$ cat src/rtl/hs_fifo_afifo_wr_arb_if.sv
// Requester-side and FIFO-write-side signal bundle for the packet write arbiter.
interface hs_fifo_afifo_wr_arb_if #(
  parameter int unsigned N_REQ      = 4,
  parameter int unsigned DATA_WIDTH = 32,
  parameter int unsigned ID_WIDTH   = $clog2(N_REQ)
);
  logic [N_REQ-1:0]            req_valid;
  logic [N_REQ-1:0]            req_ready;
  logic [N_REQ*DATA_WIDTH-1:0] req_data;
  logic [N_REQ-1:0]            req_last;
  logic [N_REQ-1:0]            req_drop;
  logic [N_REQ-1:0]            req_en;
  logic                        wvalid;
  logic                        wready;
  logic [DATA_WIDTH-1:0]       wdata;
  logic                        wlast;
  logic                        wdrop;
  logic                        walmost_full;
  logic                        busy;
  logic [ID_WIDTH-1:0]         grant_id;
  logic [15:0]                 pkt_cnt;

  modport master (
    input  req_valid, req_data, req_last, req_drop, req_en, wready, walmost_full,
    output req_ready, wvalid, wdata, wlast, wdrop, busy, grant_id, pkt_cnt
  );

  modport slave (
    output req_valid, req_data, req_last, req_drop, req_en, wready, walmost_full,
    input  req_ready, wvalid, wdata, wlast, wdrop, busy, grant_id, pkt_cnt
  );
endinterface

$ cat src/rtl/hs_fifo_afifo_wr_arb.sv
// Packet-granular round-robin arbiter feeding the single hs_fifo_afifo write port;
// a grant is held from the first beat until the last beat is accepted.
module hs_fifo_afifo_wr_arb #(
  parameter int unsigned N_REQ      = 4,
  parameter int unsigned DATA_WIDTH = 32,
  parameter int unsigned ID_WIDTH   = $clog2(N_REQ)
) (
  input logic                    src_clk,
  input logic                    src_srst,
  hs_fifo_afifo_wr_arb_if.master bus
);
  localparam int unsigned CNT_WIDTH = 16;

  typedef enum logic {
    ST_IDLE = 1'b0,
    ST_BUSY = 1'b1
  } state_e;

  state_e                state_q, state_d;
  logic [ID_WIDTH-1:0]   grant_q, grant_d;
  logic [ID_WIDTH-1:0]   rr_q, rr_d;
  logic [CNT_WIDTH-1:0]  pkt_cnt_q, pkt_cnt_d;
  logic [N_REQ-1:0]      elig;
  logic [ID_WIDTH-1:0]   cand;
  logic [ID_WIDTH-1:0]   sel_id;
  logic                  sel_found;
  logic                  start_pkt;
  logic                  last_acc;
  logic [DATA_WIDTH-1:0] data_sel;

  assign elig = bus.req_valid & bus.req_en;

  // First eligible requester at or after the round-robin pointer.
  always_comb begin
    sel_id    = '0;
    sel_found = 1'b0;
    cand      = '0;
    for (int unsigned k = 0; k < N_REQ; k++) begin
      cand = ID_WIDTH'((32'(rr_q) + k) % N_REQ);
      if (!sel_found && elig[cand]) begin
        sel_found = 1'b1;
        sel_id    = cand;
      end
    end
  end

  always_comb begin
    data_sel = '0;
    for (int unsigned k = 0; k < N_REQ; k++) begin
      if (ID_WIDTH'(k) == grant_q) begin
        data_sel = bus.req_data[k*DATA_WIDTH +: DATA_WIDTH];
      end
    end
  end

  assign start_pkt = (state_q == ST_IDLE) && sel_found && !bus.walmost_full;
  assign last_acc  = (state_q == ST_BUSY) && bus.req_valid[grant_q] && bus.wready
                     && bus.req_last[grant_q];

  // State register.
  always_ff @(posedge src_clk) begin
    if (src_srst) begin
      state_q <= ST_IDLE;
    end else begin
      state_q <= state_d;
    end
  end

  // Next-state logic.
  always_comb begin
    state_d = state_q;
    case (state_q)
      ST_IDLE: if (start_pkt) state_d = ST_BUSY;
      ST_BUSY: if (last_acc)  state_d = ST_IDLE;
      default: state_d = ST_IDLE;
    endcase
  end

  // Output decode: pass-through of the locked requester while busy, all low when idle.
  always_comb begin
    bus.wvalid    = 1'b0;
    bus.wdata     = '0;
    bus.wlast     = 1'b0;
    bus.wdrop     = 1'b0;
    bus.req_ready = '0;
    bus.busy      = 1'b0;
    if (state_q == ST_BUSY) begin
      bus.wvalid             = bus.req_valid[grant_q];
      bus.wdata              = data_sel;
      bus.wlast              = bus.req_last[grant_q];
      bus.wdrop              = bus.req_drop[grant_q];
      bus.req_ready[grant_q] = bus.wready;
      bus.busy               = 1'b1;
    end
  end

  // Grant index, pointer and packet counter updates.
  always_comb begin
    grant_d   = grant_q;
    rr_d      = rr_q;
    pkt_cnt_d = pkt_cnt_q;
    if (start_pkt) begin
      grant_d = sel_id;
    end else if (last_acc) begin
      grant_d = '0;
      rr_d    = ID_WIDTH'((32'(grant_q) + 32'd1) % N_REQ);
      if (pkt_cnt_q != {CNT_WIDTH{1'b1}}) begin
        pkt_cnt_d = pkt_cnt_q + CNT_WIDTH'(1);
      end
    end
  end

  always_ff @(posedge src_clk) begin
    if (src_srst) begin
      grant_q   <= '0;
      rr_q      <= '0;
      pkt_cnt_q <= '0;
    end else begin
      grant_q   <= grant_d;
      rr_q      <= rr_d;
      pkt_cnt_q <= pkt_cnt_d;
    end
  end

  assign bus.grant_id = grant_q;
  assign bus.pkt_cnt  = pkt_cnt_q;

endmodule

$ cat src/flat_wrapper.sv
// flat-port wrapper written by rule: the top's interface ports become plain ports
module hs_fifo_afifo_wr_arb_flat 
#(
  parameter int unsigned N_REQ      = 4,
  parameter int unsigned DATA_WIDTH = 32,
  parameter int unsigned ID_WIDTH   = $clog2(N_REQ)
)
  (src_clk, src_srst, bus_req_valid, bus_req_data, bus_req_last, bus_req_drop, bus_req_en, bus_wready, bus_walmost_full, bus_req_ready, bus_wvalid, bus_wdata, bus_wlast, bus_wdrop, bus_busy, bus_grant_id, bus_pkt_cnt);
  hs_fifo_afifo_wr_arb_if #(.N_REQ(N_REQ), .DATA_WIDTH(DATA_WIDTH), .ID_WIDTH(ID_WIDTH)) bus_i ();
  input logic src_clk;
  input logic src_srst;
  input wire logic [$bits(bus_i.req_valid)-1:0] bus_req_valid;
  input wire logic [$bits(bus_i.req_data)-1:0] bus_req_data;
  input wire logic [$bits(bus_i.req_last)-1:0] bus_req_last;
  input wire logic [$bits(bus_i.req_drop)-1:0] bus_req_drop;
  input wire logic [$bits(bus_i.req_en)-1:0] bus_req_en;
  input wire logic [$bits(bus_i.wready)-1:0] bus_wready;
  input wire logic [$bits(bus_i.walmost_full)-1:0] bus_walmost_full;
  output wire logic [$bits(bus_i.req_ready)-1:0] bus_req_ready;
  output wire logic [$bits(bus_i.wvalid)-1:0] bus_wvalid;
  output wire logic [$bits(bus_i.wdata)-1:0] bus_wdata;
  output wire logic [$bits(bus_i.wlast)-1:0] bus_wlast;
  output wire logic [$bits(bus_i.wdrop)-1:0] bus_wdrop;
  output wire logic [$bits(bus_i.busy)-1:0] bus_busy;
  output wire logic [$bits(bus_i.grant_id)-1:0] bus_grant_id;
  output wire logic [$bits(bus_i.pkt_cnt)-1:0] bus_pkt_cnt;
  assign bus_i.req_valid = bus_req_valid;
  assign bus_i.req_data = bus_req_data;
  assign bus_i.req_last = bus_req_last;
  assign bus_i.req_drop = bus_req_drop;
  assign bus_i.req_en = bus_req_en;
  assign bus_i.wready = bus_wready;
  assign bus_i.walmost_full = bus_walmost_full;
  assign bus_req_ready = bus_i.req_ready;
  assign bus_wvalid = bus_i.wvalid;
  assign bus_wdata = bus_i.wdata;
  assign bus_wlast = bus_i.wlast;
  assign bus_wdrop = bus_i.wdrop;
  assign bus_busy = bus_i.busy;
  assign bus_grant_id = bus_i.grant_id;
  assign bus_pkt_cnt = bus_i.pkt_cnt;
  hs_fifo_afifo_wr_arb #(.N_REQ(N_REQ), .DATA_WIDTH(DATA_WIDTH), .ID_WIDTH(ID_WIDTH)) u_core (.src_clk(src_clk), .src_srst(src_srst), .bus(bus_i));
endmodule
$ cat config.mk
export PLATFORM = sky130hd
export DESIGN_NAME = hs_fifo_afifo_wr_arb_flat
export DESIGN_NICKNAME = d
export VERILOG_FILES = /design/src/rtl/hs_fifo_afifo_wr_arb_if.sv /design/src/rtl/hs_fifo_afifo_wr_arb.sv /design/src/flat_wrapper.sv
export SDC_FILE = /design/constraint.sdc
export NUM_CORES = 1
export LEC_CHECK = 0
export BUFFER_PORTS_ARGS = -buffer_cell sky130_fd_sc_hd__clkbuf_2
export CORE_AREA = 2 2 79 81
export CTS_BUF_LIST = sky130_fd_sc_hd__clkbuf_4 sky130_fd_sc_hd__clkbuf_8
export CTS_CLUSTER_SIZE = 8
export DETAILED_ROUTE_END_ITERATION = 8
export DIE_AREA = 0 0 81 83
export PLACE_DENSITY = 0.87
export SYNTH_ARGS = -nofsm -noshare
export SYNTH_HDL_FRONTEND = slang
export SYNTH_SLANG_ARGS = --single-unit
$ cat constraint.sdc
create_clock -name src_clk -period 2.7 [get_ports src_clk]
set_input_delay 0.135 -clock src_clk [delete_from_list [all_inputs] [get_ports src_clk]]
set_output_delay 0.135 -clock src_clk [all_outputs]
set_load 0.005 [all_outputs]
Word-level counts from Yosys, hierarchy flattened. Cells that the tools add are included.

Add/subtract/negate cells: 5. Magnitude comparators: 6. Equal/unequal tests: 4. Mux-type cells: 39. Bitwise operators: 4. Reductions and logical operators: 17.

Operators by type and width (number): two-way mux 32 bit (5); two-way mux 1 bit (18); adder 16 x 1 -> 16 bit, second input constant (1); inequality test 16 bit, second input constant (1); less-than comparator 2 x 3 -> 1 bit, second input constant (5); binary-select mux 1 bit (select 2 bit) (7); two-way mux 2 bit (6); logical AND 1 bit (9); bitwise AND 4 bit (2); adder 2 x 1 -> 2 bit, second input constant (2); adder 2 bit, second input constant (2); == test 2 bit, first input constant (2); zero test 1 bit (4); two-way mux 4 bit (1); AND reduction 3 bit (1); demux 1 bit (select 2 bit) (1); == test 1 x 2 -> 1 bit, first input constant (1); greater-or-equal comparator 2 x 1 -> 1 bit, second input constant (1); zero test 2 bit (1); NOT 1 bit (2); one-hot mux 1 bit (2 select lines) (1); AND reduction 2 bit (1); nonzero test 2 bit (1).

Register bits after elaboration: 21. Input port bits: 148. Output and inout port bits: 58. Word-level logic and storage cells: 79.

Depth between registers and ports, before layout. Gate-level depths: netlist (run 1).

Depth in word-level cells: 17. Depth in mapped cells: 8. Gate-level depth less buffers: 6.

Least setup slack after synthesis (run 1). OpenSTA, ideal clock, no wires.

Path kind: register to output. Start: reg u_core.grant_q[1], in the netlist u_core.bus.grant_id[1]. End: out bus_wdata[10]. Data arrival time: 1.915 ns. Required time: 2.565 ns. Path slack: 0.650 ns. Stages on the path, launching flop included: 9. Path buffers: 2. Path through: dfxtp_1 inv_1 ha_1 clkbuf_1 nor2b_1 clkbuf_1 a221oi_1 a211o_1 a21boi_0.

Word-level cells in the longest chain between the ends: 6. Elaborated cells on any way between the ends: 9. Classes of those cells: eq/ne (3); mux (5); reduce/logical (1).

Ends and longest elaborated chain: start: declaration (RTL line hs_fifo_afifo_wr_arb.sv:20) `logic [ID_WIDTH-1:0] grant_q, grant_d;`; start signal: assignment (RTL line hs_fifo_afifo_wr_arb.sv:119) `grant_q <= grant_d;`; zero test 2 bit (RTL line hs_fifo_afifo_wr_arb.sv:50) `if (ID_WIDTH'(k) == grant_q) begin`; two-way mux 32 bit (3 in series) (RTL line hs_fifo_afifo_wr_arb.sv:50); two-way mux 32 bit (*) (RTL line hs_fifo_afifo_wr_arb.sv:50); two-way mux 32 bit (*) (RTL line hs_fifo_afifo_wr_arb.sv:87) `if (state_q == ST_BUSY) begin`; end: declaration (RTL line flat_wrapper.sv:21) `output wire logic [$bits(bus_i.wdata)-1:0] bus_wdata;`.

Mark *: on every way between the ends. The rest lies on a longest branch, timed or not.

Worst setup path after layout (run 1).
Start: reg u_core.grant_q[0], in the netlist u_core.bus.grant_id[0]. End: out bus_wdata[21].

The elaborated chain is that of the path after synthesis.

==> key figures, run 1 <==
Synthesis
  – Mapped cell area: 2460 sq um
  – Syn Inst Count: 337
  – Yosys warning count: 0
  – Ys async rst share: 0%
  – Synth cell types: 38
  – Post-synthesis sequential area ratio: 17.1%
  – Register bit total from synthesis: 21
  – Ys flop type: dfxtp_1
  – Syn Area/Cell: 7.29 sq um
  – Syn nets: 490
  – Post-synth EDFFs: 0

Power
  – Static leakage: 1.87 nW
  – Cell Pwr Density: 273 nW/um^2
  – Maximum vdd drop: 0.210 mV

STA
  – Tcrit/Tclk final: 92.3%
  – Final worst slack: 207 ps
  – Worst slew pin tran: 743 ps
  – RSZ-0062 raised after global routing: no
  – Clk_skew: 1.69 ps
  – Hold WS: 178 ps
  – Max Clk Rate: 401 MHz
  – Post-layout min period: 2490 ps
  – Final slew viol count: 0
  – Final setup violation count: 0
  – Slew HR: 50.5%
  – Setup_tns: 0 ps
  – Final Hold Fails: 0

Min path
  – Hold Path Cell Cnt: 4
  – HP Class: in2reg

Status
  – Status: finished, final reports clean

Detailed routing
  – Routed via count: 3,408
  – DRT Wirelength: 9.80 mm
  – Vias/cell: 5.67
  – # DRC: 0
  – DR WL/cell: 16.3 um
  – Initial DRC Count: 188
  – DRT Pass-1 Iters: 5
  – Antenna viol nets, final: 0

Global routing
  – Global route total overflow: 0
  – Total GRT Usage: 26.7%
  – Largest net degree at the start of global routing: 44
  – Vias in the first global route: 3,020
  – First-pass GRT wire length: 14.6 mm
  – Initial antenna violation count: 0

Setup path
  – WS Path Type: reg2out
  – Max FO, Critical Path: 43
  – Data required, critical path: 2570 ps
  – Worst path max stage delay: 740 ps
  – CP startpoint kind: register
  – Worst reg2reg path depth: 5
  – CP Capture Type: primary output
  – Slowest cell on the critical path: ha_2
  – Crit path DAT: 2360 ps
  – Crit path cell chain: ha_2, buf_4, nand2_1, a21boi_0, clkbuf_2

Final layout
  – Post-route cell area: 3610 sq um
  – Layout fillers: 522
  – Most common cell after layout, fill and taps aside: clkbuf_2
  – Synthesis-to-layout area growth: 46.7%
  – Commonest cells after routing, fill and taps aside: clkbuf_2 (205), nand2_1 (41), inv_1 (38)
  – Share of cells above drive strength 1: 44.3%
  – Nets: 680
  – Antenna fix cells: 0

Run
  – Max_cap viols: 0

Floorplanning
  – Starting Density: 42.3%
  – Chip height: 83 um
  – IO Pins: 206
  – Die area: 6720 sq um
  – Core ar.: 5820 sq um
  – Die Width: 81 um
  – Cell Rows: 28

Placement
  – Dpl hpwl: 7.86 mm
  – Post-Place Setup Slack: 503 ps
  – I/O Buffers: 205
  – Placer Congestion: 1.05
  – Area after DPL: 3550 sq um

Clock tree
  – CTS tree: built
  – H-tree levels: 1
  – Clk Latency, worst-skew pair: 260 ps
  – CTS Hold Bufs: 0
  – CTS resizes: 0
  – Clk slew on worst S/H paths: 80 ps
  – Num CTS Buffers: 3
  – # Post-CTS Setup Buffers: 0
  – CTS root buf: clkbuf_8
  – CTS Sinks: 21
  – CTS Buffer Depth: 2
==> cells by family after synthesis <==
family / Yosys count / synth area share, %
AOI/OAI and AO/OA: 125 / 40.5
DFF: 21 / 17.1
muxes: 13 / 7.64
adders and majority gates: 5 / 2.55
and+or+nand+nor: 104 / 21.5
buffers and inverters: 69 / 10.7
==> flip-flops by register name (all words and copies together) (netlist names) <==
| signal | count |
|---|---|
| u_core.bus.grant_id | 2 |
| u_core.bus.pkt_cnt | 16 |
| u_core.rr_q | 2 |
| u_core.state_q | 1 |
==> path summary, 6_finish.rpt <==
path | to | from | slack [ps]
max | bus_wdata[21] | u_core.bus.grant_id[0]$_SDFFE_PP0P_ | 210
min | u_core.bus.grant_id[1]$_SDFFE_PP0P_ | bus_walmost_full | 180
max reg2reg | u_core.bus.pkt_cnt[15]$_SDFFE_PP0P_ | u_core.bus.grant_id[0]$_SDFFE_PP0P_ | 620
min reg2reg | u_core.bus.pkt_cnt[1]$_SDFFE_PP0P_ | u_core.bus.pkt_cnt[1]$_SDFFE_PP0P_ | 510
==> worst max-delay path, delay by kind of cell (launching register included) <==
kind	cells	cell delay, ps
buffers and inverters	2	530
AND/OR/NAND/NOR	1	100
flip-flops	1	530
AO/OA/AOI/OAI	1	180
adder cells (fa/ha/maj)	1	740
==> cells in the mapped netlist, drive strengths merged (5+ instances only) <==
cell,instances,area [sq um]
a211o,33,289
a21boi,33,248
a21oi,10,50.1
a221oi,31,272
clkbuf,27,101
dfxtp,21,420
ha,5,62.6
inv,38,143
mux2,7,78.8
nand2,41,154
nand3,9,45.0
nand4,5,31.3
nor2,11,41.3
nor2b,7,43.8
nor4,5,37.5
o31ai,5,37.5
or4,6,45.0
==> routing by layer <==
| metal | vias up | track usage, % | routed length [um] |
|---|---|---|---|
| met1 | 1569 | 30.9 | 3710 |
| met2 | 165 | 46.8 | 4810 |
| met4 | 0 | 10.0 | 347 |
| met5 | - | 0 | 0 |
| li1 | 1649 | - | - |
| met3 | 25 | 5.87 | 932 |
==> stage by stage <==
stage | std cells | utilization [%] | power, mW
global route | 601 | 62.0 | 1.05
global placement | 597 | 61.0 | 0.754
detailed placement | 597 | 61.0 | 0.764
finish | 601 | 62.0 | 0.985
floorplan | 337 | - | 0.555
CTS | 601 | 61.8 | 0.987
==> final cells by class <==
type / count / area [sq um] / share of cell area, %
clock buffers: 4 / 48.8 / 1.35
inverters: 38 / 143 / 3.96
multi-input cells: 247 / 1790 / 49.7
flip-flops and latches: 21 / 422 / 11.7
well taps: 75 / 93.8 / 2.60
repair buffers: 216 / 1110 / 30.7
==> where the power goes <==
group	total, mW	leakage [nW]	internal [mW]	switching (mW)
clock network	0.222	0.0262	0.115	0.107
logic	0.439	1.68	0.240	0.199
registers	0.324	0.170	0.314	0.0105
total	0.985	1.87	0.669	0.317
Note: power is estimated with default switching activity, not from simulation.
==> inputs of run 2 (changes only) <==
--- a/config.mk
+++ b/config.mk
@@ -6,12 +6,14 @@
 export NUM_CORES = 1
 export LEC_CHECK = 0
 export BUFFER_PORTS_ARGS = -buffer_cell sky130_fd_sc_hd__clkbuf_2
+export CAP_MARGIN = 20
 export CORE_AREA = 2 2 79 81
 export CTS_BUF_LIST = sky130_fd_sc_hd__clkbuf_4 sky130_fd_sc_hd__clkbuf_8
 export CTS_CLUSTER_SIZE = 8
 export DETAILED_ROUTE_END_ITERATION = 8
 export DIE_AREA = 0 0 81 83
 export PLACE_DENSITY = 0.87
+export RECOVER_POWER = 25
 export SYNTH_ARGS = -nofsm -noshare
 export SYNTH_HDL_FRONTEND = slang
 export SYNTH_SLANG_ARGS = --single-unit
==> run 2 against run 1 <==
Net effect: setup slack improved by 1.0 ps; non-clock buffer count unchanged; die area unchanged; worst hold slack got worse by 0.57 ps; flip-flop and latch count is the same; clock power about the same; register-to-register slack is essentially flat; critical endpoint unchanged.
==> key figures, run 2 (synthesis gave the netlist of run 1 again) <==
Status
  – Status: finished, final reports clean

STA
  – Setup_tns: 0 ps
  – Max Clk Rate: 401 MHz
  – Slew HR: 50.4%
  – Final worst slack: 208 ps
  – Worst slew pin tran: 743 ps
  – Final Hold Fails: 0
  – Final setup violation count: 0
  – Tcrit/Tclk final: 92.3%
  – Final slew viol count: 0
  – Post-layout min period: 2490 ps
  – RSZ-0062 raised after global routing: no
  – Clk_skew: 1.05 ps

Final layout
  – Synthesis-to-layout area growth: 46.4%
  – Share of cells above drive strength 1: 43.0%
  – Fin util: 61.9%
  – Commonest cells after routing, fill and taps aside: clkbuf_2 (198), nand2_1 (41), inv_1 (38)
  – Antenna fix cells: 0
  – Max reg flops: 16
  – Final non-filler cell total: 601
  – Nets: 680
  – Most common cell after layout, fill and taps aside: clkbuf_2

Placement
  – Placer Congestion: 1.05
  – Dpl hpwl: 7.86 mm
  – Post-Place Setup Slack: 503 ps
  – Placed Instances: 597
  – I/O Buffers: 205

Min path
  – Hold path startpoint: bus_walmost_full
  – HP Class: in2reg
  – Hold EP: u_core.bus.grant_id[1]$_SDFFE_PP0P_
  – Hold Path Cell Cnt: 4

Setup path
  – Slowest cell on the critical path: ha_2
  – Worst path max stage delay: 740 ps
  – FF-to-FF setup slack: 610 ps
  – WS Path Type: reg2out
  – CP Capture Type: primary output
  – Worst reg2reg path depth: 5
  – Data required, critical path: 2570 ps
  – CP startpoint kind: register
  – Max FO, Critical Path: 43
  – Reg2reg end: u_core.bus.pkt_cnt[15]$_SDFFE_PP0P_
  – CP delay by family, top: adder cells
  – Worst r2r src: u_core.bus.grant_id[0]$_SDFFE_PP0P_
  – Crit path cell chain: ha_2, buf_4, nand2_1, a21boi_0, clkbuf_2
  – Crit path DAT: 2360 ps
  – Buf/Inv on CP: 2

Clock tree
  – CTS root buf: clkbuf_8
  – Clk slew on worst S/H paths: 80 ps
  – CTS Buffer Depth: 2
  – Clk Latency, worst-skew pair: 260 ps
  – CTS Sinks: 21
  – CTS Hold Bufs: 0
  – CTS tree: built
  – H-tree levels: 1
  – # Post-CTS Setup Buffers: 0
  – Num CTS Buffers: 3

Floorplanning
  – IO Pins: 206
  – Die area: 6720 sq um
  – Starting Density: 42.3%
  – Core ar.: 5820 sq um
  – Die Width: 81 um
  – Chip height: 83 um
  – Cell Rows: 28

Run
  – Max_cap viols: 0

Detailed routing
  – Routed via count: 3,418
  – # DRC: 0
  – DRT Wirelength: 9.80 mm
  – Vias/cell: 5.69
  – Antenna viol nets, final: 0
  – Initial DRC Count: 199
  – DRT Pass-1 Iters: 5
  – DR WL/cell: 16.3 um

Global routing
  – Global route total overflow: 0
  – Vias in the first global route: 3,020
  – Total GRT Usage: 26.7%
  – Initial antenna violation count: 0
  – First-pass GRT wire length: 14.6 mm
  – Largest net degree at the start of global routing: 44

Power
  – Cell Pwr Density: 274 nW/um^2
  – Maximum vdd drop: 0.209 mV
  – Static leakage: 1.85 nW
-- run 2: cell counts in the layout (fill, tap and decap cells not counted) --
No cell type changed its count.
-- run 2: worst max path at each step --
| stage | start | endpoint | slack [ps] | cells past startpoint |
|---|---|---|---|---|
| 4_1_cts | u_core.bus.grant_id[0]$_SDFFE_PP0P_ | bus_wdata[18] | 200 | 7 |
| 2_1_floorplan | u_core.bus.grant_id[1]$_SDFFE_PP0P_ | bus_wdata[10] | 650 | 8 |
| 3_3_place_gp | u_core.bus.grant_id[1]$_SDFFE_PP0P_ | bus_wdata[31] | 600 | 8 |
| 5_1_grt | u_core.bus.grant_id[0]$_SDFFE_PP0P_ | bus_wdata[18] | 10 | 8 |
| 3_5_place_dp | u_core.bus.grant_id[0]$_SDFFE_PP0P_ | bus_wdata[18] | 500 | 7 |
| 6_report | u_core.bus.grant_id[0]$_SDFFE_PP0P_ | bus_wdata[21] | 210 | 5 |
-- run 2: what timing repair did --
item | 4_1_cts | 5_1_grt
endpoints found under the setup margin | 0 | 2
gates resized for setup | 0 | 2
hold endpoints to repair | 0 | 0
-- run 2: area by class of cell --
| class | instances | area, sq um |
|---|---|---|
| well taps | 75 | 93.8 |
| inverters | 38 | 143 |
| multi-input cells | 247 | 1790 |
| fillers | 525 | 2220 |
| repair buffers | 216 | 1100 |
| flip-flops and latches | 21 | 422 |
| clock buffers | 4 | 48.8 |
-- run 2: where the power goes --
group | total, mW | internal [mW] | switching, mW
Sequential | 0.324 | 0.314 | 0.0105
Combinational | 0.439 | 0.240 | 0.199
Clock | 0.222 | 0.115 | 0.107
-- run 2: stage by stage --
step / hold WS (ps) / total power, mW / cell area (sq um)
6_report: 177 / 0.985 / 3600
3_3_place_gp: 454 / 0.754 / 3550
2_1_floorplan: 310 / 0.555 / 2460
4_1_cts: 183 / 0.987 / 3590
5_1_grt: 188 / 1.05 / 3600
3_5_place_dp: 464 / 0.764 / 3550
-- run 2: worst reg2reg max path, delay by kind of cell (launching register included) --
family / cells / cell delay [ps]
buf+inv: 1 / 290
flops: 1 / 530
mux: 2 / 920
simple gates: 2 / 240
-- run 2: per-layer routing --
metal  vias to the layer above  global-route usage (%)  wire length (um)
met1                      1572                    30.9              3700
met4                         0                    10.0               347
met2                       170                    46.8              4820
li1                       1651                       -                 -
met5                         -                       0                 0
met3                        25                    5.87               939
==> inputs of run 3 (changes only) <==
--- a/config.mk
+++ b/config.mk
@@ -5,13 +5,14 @@
 export SDC_FILE = /design/constraint.sdc
 export NUM_CORES = 1
 export LEC_CHECK = 0
-export BUFFER_PORTS_ARGS = -buffer_cell sky130_fd_sc_hd__clkbuf_2
+export BUFFER_PORTS_ARGS = -buffer_cell sky130_fd_sc_hd__buf_2
 export CAP_MARGIN = 20
 export CORE_AREA = 2 2 79 81
 export CTS_BUF_LIST = sky130_fd_sc_hd__clkbuf_4 sky130_fd_sc_hd__clkbuf_8
 export CTS_CLUSTER_SIZE = 8
 export DETAILED_ROUTE_END_ITERATION = 8
 export DIE_AREA = 0 0 81 83
+export MAX_ROUTING_LAYER = met4
 export PLACE_DENSITY = 0.87
 export RECOVER_POWER = 25
 export SYNTH_ARGS = -nofsm -noshare
==> run 3 against run 2 <==
Net effect: the run now ends with max-capacitance violations, max-slew violations left; combinational power hardly changed; cell area rose by 0.38%; non-clock buffer count decreased by 1; count of clock-buffer cells in the layout unchanged; setup slack gained 11 ps; critical path depth rose by 3; die area unchanged; first-iteration DRC count down 15%; clock skew is 4.2 ps higher; core utilization increased by 0.24 points; sequential share of layout area decreased by 0.079 points; routed wire length fell by 2.4%.
==> key figures, run 3 (synthesis gave the netlist of run 1 again) <==
Power
  – Overall Power: 0.977 mW
  – Maximum vdd drop: 0.239 mV
  – Static leakage: 1.85 nW
  – Sequential group share of total power: 32.7%
  – Cell Pwr Density: 271 nW/um^2
  – Switching share of power: 31.5%
  – Comb pwr share: 45.2%
  – Internal: 0.670 mW
  – Clock power frac: 22.1%
  – Net Switching: 0.307 mW

Global routing
  – Met2 usage: 46.4%
  – Initial antenna violation count: 0
  – Top Usage Layer GRT: met2
  – Largest net degree at the start of global routing: 44
  – Total GRT Usage: 26.3%
  – M1 GR Usage: 30.4%
  – First-pass GRT wire length: 14.1 mm
  – Vias in the first global route: 3,062
  – Global route total overflow: 0
  – M3 GR Usage: 4.02%

Detailed routing
  – DRT Wirelength: 9.57 mm
  – Initial DRC Count: 170
  – DRT Pass-1 Iters: 5
  – DR WL/cell: 15.9 um
  – Vias/cell: 5.62
  – Antenna viol nets, final: 0
  – Routed via count: 3,371
  – # DRC: 0

Run
  – Max_cap viols: 1

Final layout
  – Fin util: 62.1%
  – Max reg flops: 16
  – Layout fillers: 536
  – Commonest cells after routing, fill and taps aside: buf_2 (196), nand2_1 (41), inv_1 (38)
  – Final non-filler cell total: 600
  – Antenna fix cells: 0
  – Share of cells above drive strength 1: 42.1%
  – Most common cell after layout, fill and taps aside: buf_2
  – Synthesis-to-layout area growth: 46.9%
  – Nets: 679

Placement
  – Dpl hpwl: 7.57 mm
  – I/O Buffers: 205
  – Placer Congestion: 0.945
  – Placed Instances: 596

STA
  – Slew HR: -0.689%
  – Final slew viol count: 44
  – Post-layout min period: 2480 ps
  – Tcrit/Tclk final: 91.9%
  – Final Hold Fails: 0
  – Final setup violation count: 0
  – Max Clk Rate: 403 MHz
  – Clk_skew: 5.29 ps
  – Worst slew pin tran: 1510 ps
  – Setup_tns: 0 ps
  – RSZ-0062 raised after global routing: no

Setup path
  – Data required, critical path: 2570 ps
  – CP startpoint kind: register
  – CP Capture Type: primary output
  – WS Path Type: reg2out
  – Crit path DAT: 2350 ps
  – Max FO, Critical Path: 21
  – Worst reg2reg path depth: 4

Clock tree
  – CTS Sinks: 21
  – Clk Latency, worst-skew pair: 260 ps
  – CTS root buf: clkbuf_8
  – CTS tree: built
  – CTS Hold Bufs: 0
  – CTS Buffer Depth: 2
  – Num CTS Buffers: 3
  – H-tree levels: 1
  – Clk slew on worst S/H paths: 80 ps
  – # Post-CTS Setup Buffers: 0
  – CTS resizes: 0

Floorplanning
  – Starting Density: 42.3%
  – Die Width: 81 um
  – Core ar.: 5820 sq um
  – IO Pins: 206
  – Cell Rows: 28
  – Die area: 6720 sq um
  – Chip height: 83 um

Status
  – Failing checks: max-capacitance violations, max-slew violations
  – Status: finished with violations

Min path
  – Hold Path Cell Cnt: 4
  – HP Class: in2reg
-- run 3: changes by cell type in the layout (fill, tap and decap cells not counted), moves of 2 or more --
| cell | previous run | this run |
|---|---|---|
| clkbuf_2 | 198 | 0 |
| buf_2 | 0 | 196 |
| clkbuf_1 | 7 | 10 |
| buf_4 | 11 | 6 |
| buf_12 | 0 | 2 |
-- run 3: through the flow --
step	area [sq um]	setup slack [ps]	hold WS, ps
4_1_cts	3610	157	203
3_5_place_dp	3560	449	480
2_1_floorplan	2460	650	310
5_1_grt	3610	49.2	204
3_3_place_gp	3560	513	476
6_report	3610	219	191
-- run 3: final timing paths --
check | from | endpoint | slack [ps]
worst min register to register | u_core.bus.pkt_cnt[1]$_SDFFE_PP0P_ | u_core.bus.pkt_cnt[1]$_SDFFE_PP0P_ | 510
worst max register to register | u_core.state_q$_SDFF_PP0_ | u_core.bus.grant_id[0]$_SDFFE_PP0P_ | 460
worst min-delay path | bus_walmost_full | u_core.bus.grant_id[1]$_SDFFE_PP0P_ | 190
worst max-delay path | u_core.bus.grant_id[0]$_SDFFE_PP0P_ | bus_wdata[31] | 220
-- run 3: final cells by class --
class	count	area [sq um]	area share, %
Clock buffer	4	48.8	1.35
Sequential cell	21	420	11.6
Tap cell	75	93.8	2.60
Timing Repair Buffer	215	1110	30.9
Multi-Input combinational cell	247	1790	49.6
Inverter	38	143	3.95
-- run 3: routing by layer --
metal / up-vias / part of all wire (%)
li1: 1644 / -
met1: 1571 / 40
met2: 137 / 50
met4: 0 / 2.1
met3: 19 / 7.5
met5: - / 0
-- run 3: worst max-delay path, cell delays in order (launching register included) --
cell and delay [ps]:
dfxtp_1 410, inv_1 200, ha_1 220, nor2b_2 230
buf_6 230, a221oi_1 120, a211o_1 280, a21boi_0 220
buf_2 170
-- run 3: power by group through the flow --
stage | Sequential [mW] | Clock [mW] | Combinational, mW
4_1_cts | 0.319 | 0.218 | 0.436
6_report | 0.320 | 0.216 | 0.442
3_5_place_dp | 0.326 | 0 | 0.434
5_1_grt | 0.320 | 0.230 | 0.481
3_3_place_gp | 0.326 | 0 | 0.427
2_1_floorplan | 0.327 | 0 | 0.229
